### src/rtl/karekok_seri.sv
// rtl/karekok_seri.sv - iterative non-restoring fixed-point square root, one root bit per clock
module karekok_seri #(
  parameter int WIDTH  = 32,
  parameter int FRAC   = 8,
  parameter int SIGNED = 0
) (
  input  logic                      clk,
  input  logic                      rst,
  input  logic [WIDTH-1:0]          sayi,
  input  logic                      baslat,
  output logic [WIDTH/2+FRAC-1:0]   sonuc,
  output logic [WIDTH/2+FRAC:0]     kalan,
  output logic                      hazir,
  output logic                      bitti,
  output logic                      gecerli,
  output logic                      tasma
);

  localparam int N   = WIDTH/2 + FRAC;
  localparam int RW  = WIDTH + 2*FRAC;
  localparam int RRW = N + 2;
  localparam int CW  = $clog2(N + 1);

  typedef enum logic [1:0] {BOS, HESAP, DUZELT} state_t;

  state_t          state, state_d;
  logic [RW-1:0]   rad;
  logic [N-1:0]    q;
  logic [RRW-1:0]  r;
  logic [CW-1:0]   cnt;
  logic            rej;
  logic            neg_in;
  logic [RRW-1:0]  r_next;
  logic [N:0]      r_fix;

  assign neg_in = (SIGNED != 0) && sayi[WIDTH-1];
  assign hazir  = (state == BOS);

  always_ff @(posedge clk) begin
    if (rst) state <= BOS;
    else     state <= state_d;
  end

  always_comb begin
    state_d = state;
    case (state)
      BOS:     if (baslat) state_d = neg_in ? DUZELT : HESAP;
      HESAP:   if (cnt == '0) state_d = DUZELT;
      DUZELT:  state_d = BOS;
      default: state_d = BOS;
    endcase
  end

  // Arithmetic is mod 2^RRW: the partial remainder always fits, so the
  // bits shifted out of the top can be dropped before the add/subtract.
  always_comb begin
    r_next = '0;
    if (r[RRW-1]) r_next = {r[RRW-3:0], rad[RW-1 -: 2]} + {q, 2'b11};
    else          r_next = {r[RRW-3:0], rad[RW-1 -: 2]} - {q, 2'b01};
    r_fix = r[N:0];
    if (r[RRW-1]) r_fix = r[N:0] + {q, 1'b1};
  end

  always_ff @(posedge clk) begin
    if (rst) begin
      rad     <= '0;
      q       <= '0;
      r       <= '0;
      cnt     <= '0;
      rej     <= 1'b0;
      sonuc   <= '0;
      kalan   <= '0;
      bitti   <= 1'b0;
      gecerli <= 1'b0;
      tasma   <= 1'b0;
    end else begin
      bitti <= 1'b0;
      tasma <= baslat && (state != BOS);
      case (state)
        BOS: begin
          if (baslat) begin
            rad     <= RW'(sayi) << (2*FRAC);
            q       <= '0;
            r       <= '0;
            cnt     <= CW'(N - 1);
            rej     <= neg_in;
            gecerli <= 1'b0;
          end
        end
        HESAP: begin
          rad <= rad << 2;
          r   <= r_next;
          q   <= {q[N-2:0], ~r_next[RRW-1]};
          cnt <= cnt - CW'(1);
        end
        DUZELT: begin
          bitti <= 1'b1;
          if (rej) begin
            sonuc   <= '0;
            kalan   <= '0;
            gecerli <= 1'b0;
          end else begin
            sonuc   <= q;
            kalan   <= r_fix;
            gecerli <= 1'b1;
          end
        end
        default: ;
      endcase
    end
  end

endmodule

### config.mk
export PLATFORM = sky130hd
export DESIGN_NAME = karekok_seri
export DESIGN_NICKNAME = d
export VERILOG_FILES = /design/src/rtl/karekok_seri.sv
export SDC_FILE = /design/constraint.sdc
export NUM_CORES = 1
export LEC_CHECK = 0
export BUFFER_PORTS_ARGS = -buffer_cell sky130_fd_sc_hd__buf_2
export CAP_MARGIN = 20
export CORE_UTILIZATION = 28
export DETAILED_ROUTE_END_ITERATION = 10
export PLACE_DENSITY = 0.42
export SYNTH_ARGS = -nofsm -noshare
export SYNTH_HDL_FRONTEND = slang
export SYNTH_SLANG_ARGS = --single-unit
### constraint.sdc
create_clock -name clk -period 7.78 [get_ports clk]
set_input_delay 1.556 -clock clk [delete_from_list [all_inputs] [get_ports clk]]
set_output_delay 1.556 -clock clk [all_outputs]
set_load 0.01 [all_outputs]
==> results of run 1 <==
[path summary, 6_finish.rpt]
kind | from | endpoint | slack, ns | cells after the start
worst max-delay path | r[25] | q[0] | 4.48 | 10
worst max register to register | r[25] | q[0] | 4.48 | 10
worst min register to register | sonuc[14] | sonuc[14] | 0.45 | 2
worst min-delay path | sonuc[14] | sonuc[14] | 0.45 | 2
[layer usage]
layer	share of wire [%]	vias up	GRT usage, %	wire (um)
met3	3.3	19	2.56	810
li1	-	3854	-	-
met5	0	-	0	0
met4	1.3	0	4.53	312
met2	42	137	24.0	10300
met1	54	3479	25.0	13300
[state kept, by name, indices dropped and copies added, names as in the netlist]
| register | count |
|---|---|
| kalan | 25 |
| sonuc | 24 |
| cnt | 5 |
| r | 26 |
| gecerli | 1 |
| bitti | 1 |
| tasma | 1 |
| state | 2 |
| rad | 32 |
| q | 24 |
[cells in the mapped netlist, drive strengths merged, types with 17 or more instances]
| cell type | instances |
|---|---|
| o21ai | 52 |
| nor3 | 43 |
| nor2 | 143 |
| dfxtp | 141 |
| buf | 17 |
| ha | 52 |
| nand2 | 118 |
| xor2 | 19 |
| xnor2 | 52 |
| nand3 | 19 |
| a211oi | 26 |
| nor2b | 34 |
| a21oi | 128 |
| a22o | 23 |
| clkbuf | 55 |
[cells in the final DEF (no fill, tap or decap), types with 15 or more instances in the layout]
| cell type | synthesis | routed |
|---|---|---|
| nand2_1 | 118 | 118 |
| nor2b_1 | 34 | 33 |
| nand4_1 | 16 | 16 |
| nor3_1 | 43 | 43 |
| xor2_1 | 19 | 19 |
| ha_1 | 52 | 52 |
| nor2_1 | 143 | 140 |
| o21ai_0 | 37 | 37 |
| clkbuf_16 | 0 | 17 |
| a21oi_1 | 127 | 127 |
| a211oi_1 | 24 | 24 |
| buf_2 | 5 | 86 |
| xnor2_1 | 52 | 52 |
| nand3_1 | 19 | 19 |
| o21ai_1 | 15 | 15 |
| dfxtp_1 | 141 | 139 |
| a22o_1 | 23 | 23 |
[logic make-up (layout without fill, tap and decap cells)]
family          count (synthesis)  count (layout)  share of synthesized area (%)
buf+inv                        87             145                           4.11
simple gates                  410             410                           22.5
xor+xnor                       71              71                           7.51
fa+ha+maj                      53              53                           8.10
compound gates                296             296                           22.2
flops                         141             141                           34.1
mux                            12              12                           1.47
[through the flow]
stage | area, um^2 | total power (uW) | utilization (%) | hold slack (ns) | std cells
finish | 9570 | 3520 | 33.2 | 0.451 | 1512
CTS | 9570 | 3550 | 33.2 | 0.453 | 1512
detailed placement | 9010 | 2740 | 31.2 | 0.444 | 1480
global placement | 9010 | 2760 | 31.2 | 0.443 | 1480
global route | 9570 | 3820 | 33.2 | 0.470 | 1512
floorplan | 8280 | 2300 | - | 0.448 | 1070
[power by group through the flow]
stage / logic, uW / clock network, uW / registers [uW]
floorplan: 1430 / 0 / 872
global placement: 1820 / 0 / 942
detailed placement: 1800 / 0 / 942
CTS: 1810 / 815 / 926
global route: 2030 / 849 / 940
finish: 1790 / 796 / 927
[final cells by class]
type,instances,share of cell area (%)
clock buffer,18,4.48
tap,384,5.02
inverter,15,0.588
multi-input combinational,842,53.6
sequential,141,29.5
timing repair buffer,98,5.44
clock inverter,14,1.40
[worst max-delay path: cells and delay by family, from the launching register on]
| family | cells | cell delay, ns |
|---|---|---|
| adder cells (fa/ha/maj) | 1 | 0.38 |
| XOR/XNOR | 2 | 0.26 |
| buffers and inverters | 1 | 0.54 |
| flip-flops | 1 | 0.73 |
| AO/OA/AOI/OAI | 5 | 0.98 |
| AND/OR/NAND/NOR | 1 | 0.30 |
==> results by group, run 1 <==
Run status
  • Status: finished clean

Synthesis
  • Avg Cell Area, Syn: approximately 7.7 um^2
  • Area contributors post-synth: dfxtp_1 34%, ha_1 7.9%, a21oi_1 7.7%, nor2_1 6.5%, xnor2_1 5.5%
  • Synth warn: 0
  • Post-synthesis sequential area ratio: about 34%
  • Synthesized instance count: ~1100
  • Post-synth top area share: 34.1%
  • Post-synth ARST share: 0%
  • Post-synth top area cell: dfxtp_1
  • Post-synthesis register bit count: between 100 and 150
  • Synth unique cells: 59
  • Number of synthesized flops with an enable pin: 0
  • Syn_nets: approximately 1200
  • Main synth FF type: dfxtp_1
  • Post-Syn Area: 8280 um^2

GRT
  • Via count of the first global-routing pass: 7142
  • Antenna violations before repair: 0
  • Largest net degree at the start of global routing: 68
  • GR Overflow Total: 0
  • First-pass GRT wire length: roughly 40000 um
  • Total GRT Usage: between 10% and 20%

Power and ir drop
  • Flop pwr share: roughly a quarter
  • Switching share of total power: a little over two fifths
  • Comb power frac: between 50 and 60%
  • Switching power of the nets: 1540 uW
  • P per Cell Area: 367 nW/um^2
  • Int Power: 1980 uW
  • Clk pwr share: between 20% and 30%
  • Leakage: 0.00384 uW
  • Peak VDD IR: 0.125 mV

CTS
  • Clock sinks: ~140
  • CTS H-Tree Depth: 4
  • Post-CTS Setup Bufs: 0
  • CTS Buf Count: 17
  • Clock Latency Late Sink: 0.43 ns
  • CTS clk-pin slew, worst paths: approximately 0.060 ns
  • Maximum buffer depth of the clock tree: 2
  • # hold bufs at CTS: 0
  • Post-cts repair resize count: 0
  • Root buf cell: clkbuf_16
  • CTS tree: yes

Setup path
  • Crit path largest cell delay: between 0.7 and 0.8 ns
  • Data required, critical path: roughly 8 ns
  • CP Class: reg2reg
  • Crit-path max FO: 35
  • Slowest CP cell: dfxtp_2
  • Arr. time, crit path: 3.62 ns
  • Crit. End Element: flop
  • Crit-path cells: buf_4 > xnor2_1 > ha_1 > a21o_1 > a21o_1 > a21o_1 > or3_1 > o22ai_1 > xnor2_1 > a22o_1
  • Startpoint types: flop
  • CP dominant cell by count: a21o_1

Timing
  • Slew headroom: approximately 48%
  • Final Max Slew Viols: 0
  • Post-route setup slack: around 4.5 ns
  • Final hold viol count: 0
  • Period utilization: 42.4%
  • Clock Skew: ~0.01 ns
  • Final setup fails: 0
  • Max Clk Rate: 0.303 GHz
  • Least-Margin Pin Slew: roughly 0.8 ns
  • Post-layout min period: between 3 and 4 ns
  • RSZ-0062 raised after global routing: false
  • Setup tns final: 0 ns

Floorplanning
  • Core footprint: 28900 um^2
  • Die extent in y: 174 um
  • Row cnt: 62
  • I/O pin cnt: between 80 and 90
  • Initial cell density of the core: around 29%
  • Die area: between 30000 and 40000 um^2
  • Die X: about 170 um

Placed design
  • Dpl ws: around 4.2 ns
  • Routability cong.: ~0.81
  • HPWL after DPL: 17700 um
  • IO Port Bufs: 87

Finish
  • Area growth syn-to-layout: 15.7%
  • Multi-input gate area: around 5100 um^2
  • Final Net Count: around 1200
  • Register area: 2830 um^2
  • Number of fill cells in the layout: between 3000 and 4000
  • Share of layout cells above drive strength 1: 12.9%
  • Ant diodes: 0

Worst hold path
  • Hold Crit Class: reg2reg

Detailed routing
  • DR pass1 iterations: 5
  • Drt wl/cell: between 15 and 20 um
  • Vias/cell: approximately 5
  • DR iter-0 viols: 550
  • DRT antenna net count: 0
  • Via Count: roughly 7500
  • Routed WL: around 25000 um
  • DRC Markers: 0

Run
  • Max-cap violations: 0
Power figures use the tool's default switching activity.
==> run 2: changes to the inputs <==
- clock period: 7.78 -> 3.2 ns (I/O delays scaled with it)
==> run 2 against run 1 <==
  * First-iteration DRC count did not move
  * Routed wire length increased by 3.8%
  * Clock power grew to 2.6 times the previous value
  * Critical path depth shrank 2
  * Total power increased to 2.5 times the previous value
  * Largest power group unchanged
==> results by group, run 2 (synthesis results as in run 1) <==
Timing
  • Period utilization: 85.9% (+43 points)
  • Least-Margin Pin Slew: 0.747 ns (-0.0333 ns)
  • Clock Skew: 0.00910 ns (-0.000893 ns)
  • Final setup fails: 0 (unchanged)
  • Hold_ws: 0.451 ns (-0.000868 ns)
  • Setup tns final: 0 ns (unchanged)
  • Post-route setup slack: 0.452 ns (-4.03 ns)
  • Post-layout min period: 2.75 ns (-0.552 ns)
  • Final Max Slew Viols: 0 (unchanged)
  • Max Clk Rate: 0.364 GHz (+20%)
  • Slew headroom: 49.9% (+1.9 points)
  • RSZ-0062 raised after global routing: false
  • Final hold viol count: 0 (unchanged)

Detailed routing
  • Vias/cell: 5.03 (+1.6%)
  • DR pass1 iterations: 5 (unchanged)
  • Drt wl/cell: 16.8 um (+2.8%)
  • DRT antenna net count: 0 (unchanged)
  • Routed WL: 25700 um (+3.8%)
  • Via Count: 7690 (+2.7%)
  • DR iter-0 viols: 550 (unchanged)
  • DRC Markers: 0 (unchanged)

GRT
  • Total GRT Usage: 17.0% (+0.48 points)
  • Via count of the first global-routing pass: 7184 (+0.59%)
  • GR Overflow Total: 0 (unchanged)
  • Largest net degree at the start of global routing: 54 (-21%)
  • Antenna violations before repair: 0 (unchanged)
  • First-pass GRT wire length: 40700 um (+1.6%)

Placed design
  • HPWL after DPL: 18700 um (+5.7%)
  • Routability cong.: 0.847 (+4.4%)
  • Dpl ws: 0.481 ns (-3.69 ns)
  • IO Port Bufs: 87 (unchanged)
  • Placed Cells: 1496 (+1.1%)

Floorplanning
  • Initial cell density of the core: 28.7% (unchanged)
  • Die area: 30200 um^2 (unchanged)
  • Row cnt: 62 (unchanged)
  • Die X: 174 um (unchanged)
  • Core footprint: 28900 um^2 (unchanged)
  • I/O pin cnt: 88 (unchanged)
  • Die extent in y: 174 um (unchanged)

Worst hold path
  • Hold Crit Class: reg2reg

CTS
  • CTS tree: yes
  • CTS clk-pin slew, worst paths: 0.06 ns (about the same)
  • Clock Latency Late Sink: 0.43 ns (about the same)
  • CTS Buf Count: 17 (unchanged)
  • Post-CTS Setup Bufs: 0 (unchanged)
  • # hold bufs at CTS: 0 (unchanged)
  • CTS H-Tree Depth: 4 (unchanged)
  • Maximum buffer depth of the clock tree: 2 (unchanged)
  • Root buf cell: clkbuf_16
  • Post-cts repair resize count: 0 (unchanged)
  • Clock sinks: 141 (unchanged)

Setup path
  • Crit-path cells: ha_1 > o211ai_1 > a21oi_1 > a211oi_1 > o211ai_1 > a41oi_1 > xor2_1 > a211oi_1
  • Crit. End Element: flop
  • Startpoint types: flop
  • Data required, critical path: 3.55 ns (-4.55 ns)
  • WP buf/inv: 0 (-1)
  • Crit path max-delay family: compound AO/OA/AOI/OAI gates
  • Crit path largest cell delay: 0.60 ns (-0.13 ns)
  • Arr. time, crit path: 3.09 ns (-0.53 ns)
  • CP Class: reg2reg
  • Crit-path max FO: 5 (-86%)
  • Slowest CP cell: a211oi_1

Finish
  • Final cell count without fillers: 1528 (+1.1%)
  • Max FFs per register: 32 (unchanged)
  • Top reg by flops: rad
  • Most frequent cells in the layout: 140 x nor2_1, 139 x dfxtp_1, 127 x a21oi_1
  • Area growth syn-to-layout: 17.9%
  • Share of layout cells above drive strength 1: 14.2% (+1.3 points)
  • Final Net Count: 1219 (+1.3%)
  • Commonest non-fill, non-tap cell in the layout: nor2_1
  • Largest regs: rad (32), r (26), kalan (25)
  • Ant diodes: 0 (unchanged)

Run
  • Max-cap violations: 0 (unchanged)

Power and ir drop
  • Leakage: 0.00395 uW (+2.8%)
  • P per Cell Area: 903 nW/um^2 (+150%)
  • Peak VDD IR: 0.380 mV (+210%)

Run status
  • Status: finished clean
## run 2: cell count changes in the layout (fill, tap and decap cells not counted), sizes merged
| cell | change |
|---|---|
| clkbuf | +1 |
| clkinvlp | +1 |
| clkinv | +1 |
| bufinv | +2 |
| inv | -5 |
| buf | +16 |
## run 2: worst register-to-register path: stages, from the launching register on
cell	delay (ns)
dfxtp_1	0.43
ha_1	0.32
o211ai_1	0.21
a21oi_1	0.06
a211oi_1	0.60
o211ai_1	0.38
a41oi_1	0.34
xor2_1	0.11
a211oi_1	0.22
## run 2: cell type report
cell class / instances / area, um^2
Clock buffer: 19 / 453
Clock inverter: 13 / 164
Fill cell: 3112 / 19100
Inverter: 15 / 56.3
Multi-Input combinational cell: 842 / 5130
Sequential cell: 141 / 2830
Tap cell: 384 / 480
Timing Repair Buffer: 114 / 653
## run 2: power by group
part	leakage (uW)	switching, uW	internal [uW]
combinational	0.00251	2680	1840
clock	0.000288	832	1270
sequential	0.00115	242	1950
total	0.00395	3750	5060
## run 2: layer usage
layer / GRT usage (%) / part of all wire, % / vias to the layer above
met4: 4.79 / 1.1 / 0
met5: 0 / 0 / -
met1: 25.3 / 53 / 3595
met3: 2.78 / 4.0 / 23
li1: - / - / 3904
met2: 25.0 / 42 / 168
## run 2: worst paths after layout
| kind | from | to | slack [ns] | cells after the start |
|---|---|---|---|---|
| worst max register to register | q[2] | kalan[18] | 0.45 | 8 |
| worst min register to register | sonuc[15] | sonuc[15] | 0.45 | 2 |
| worst max-delay path | q[2] | kalan[18] | 0.45 | 8 |
| worst min-delay path | sonuc[15] | sonuc[15] | 0.45 | 2 |
## run 2: through the flow
step                      utilization [%]  total power (uW)  area [um^2]
after floorplan                         -              5600         8280
after global placement               31.7              6800         9140
after detailed placement             31.7              6710         9140
after CTS                            33.8              8870         9760
after global routing                 33.8              9490         9760
final                                33.8              8820         9760
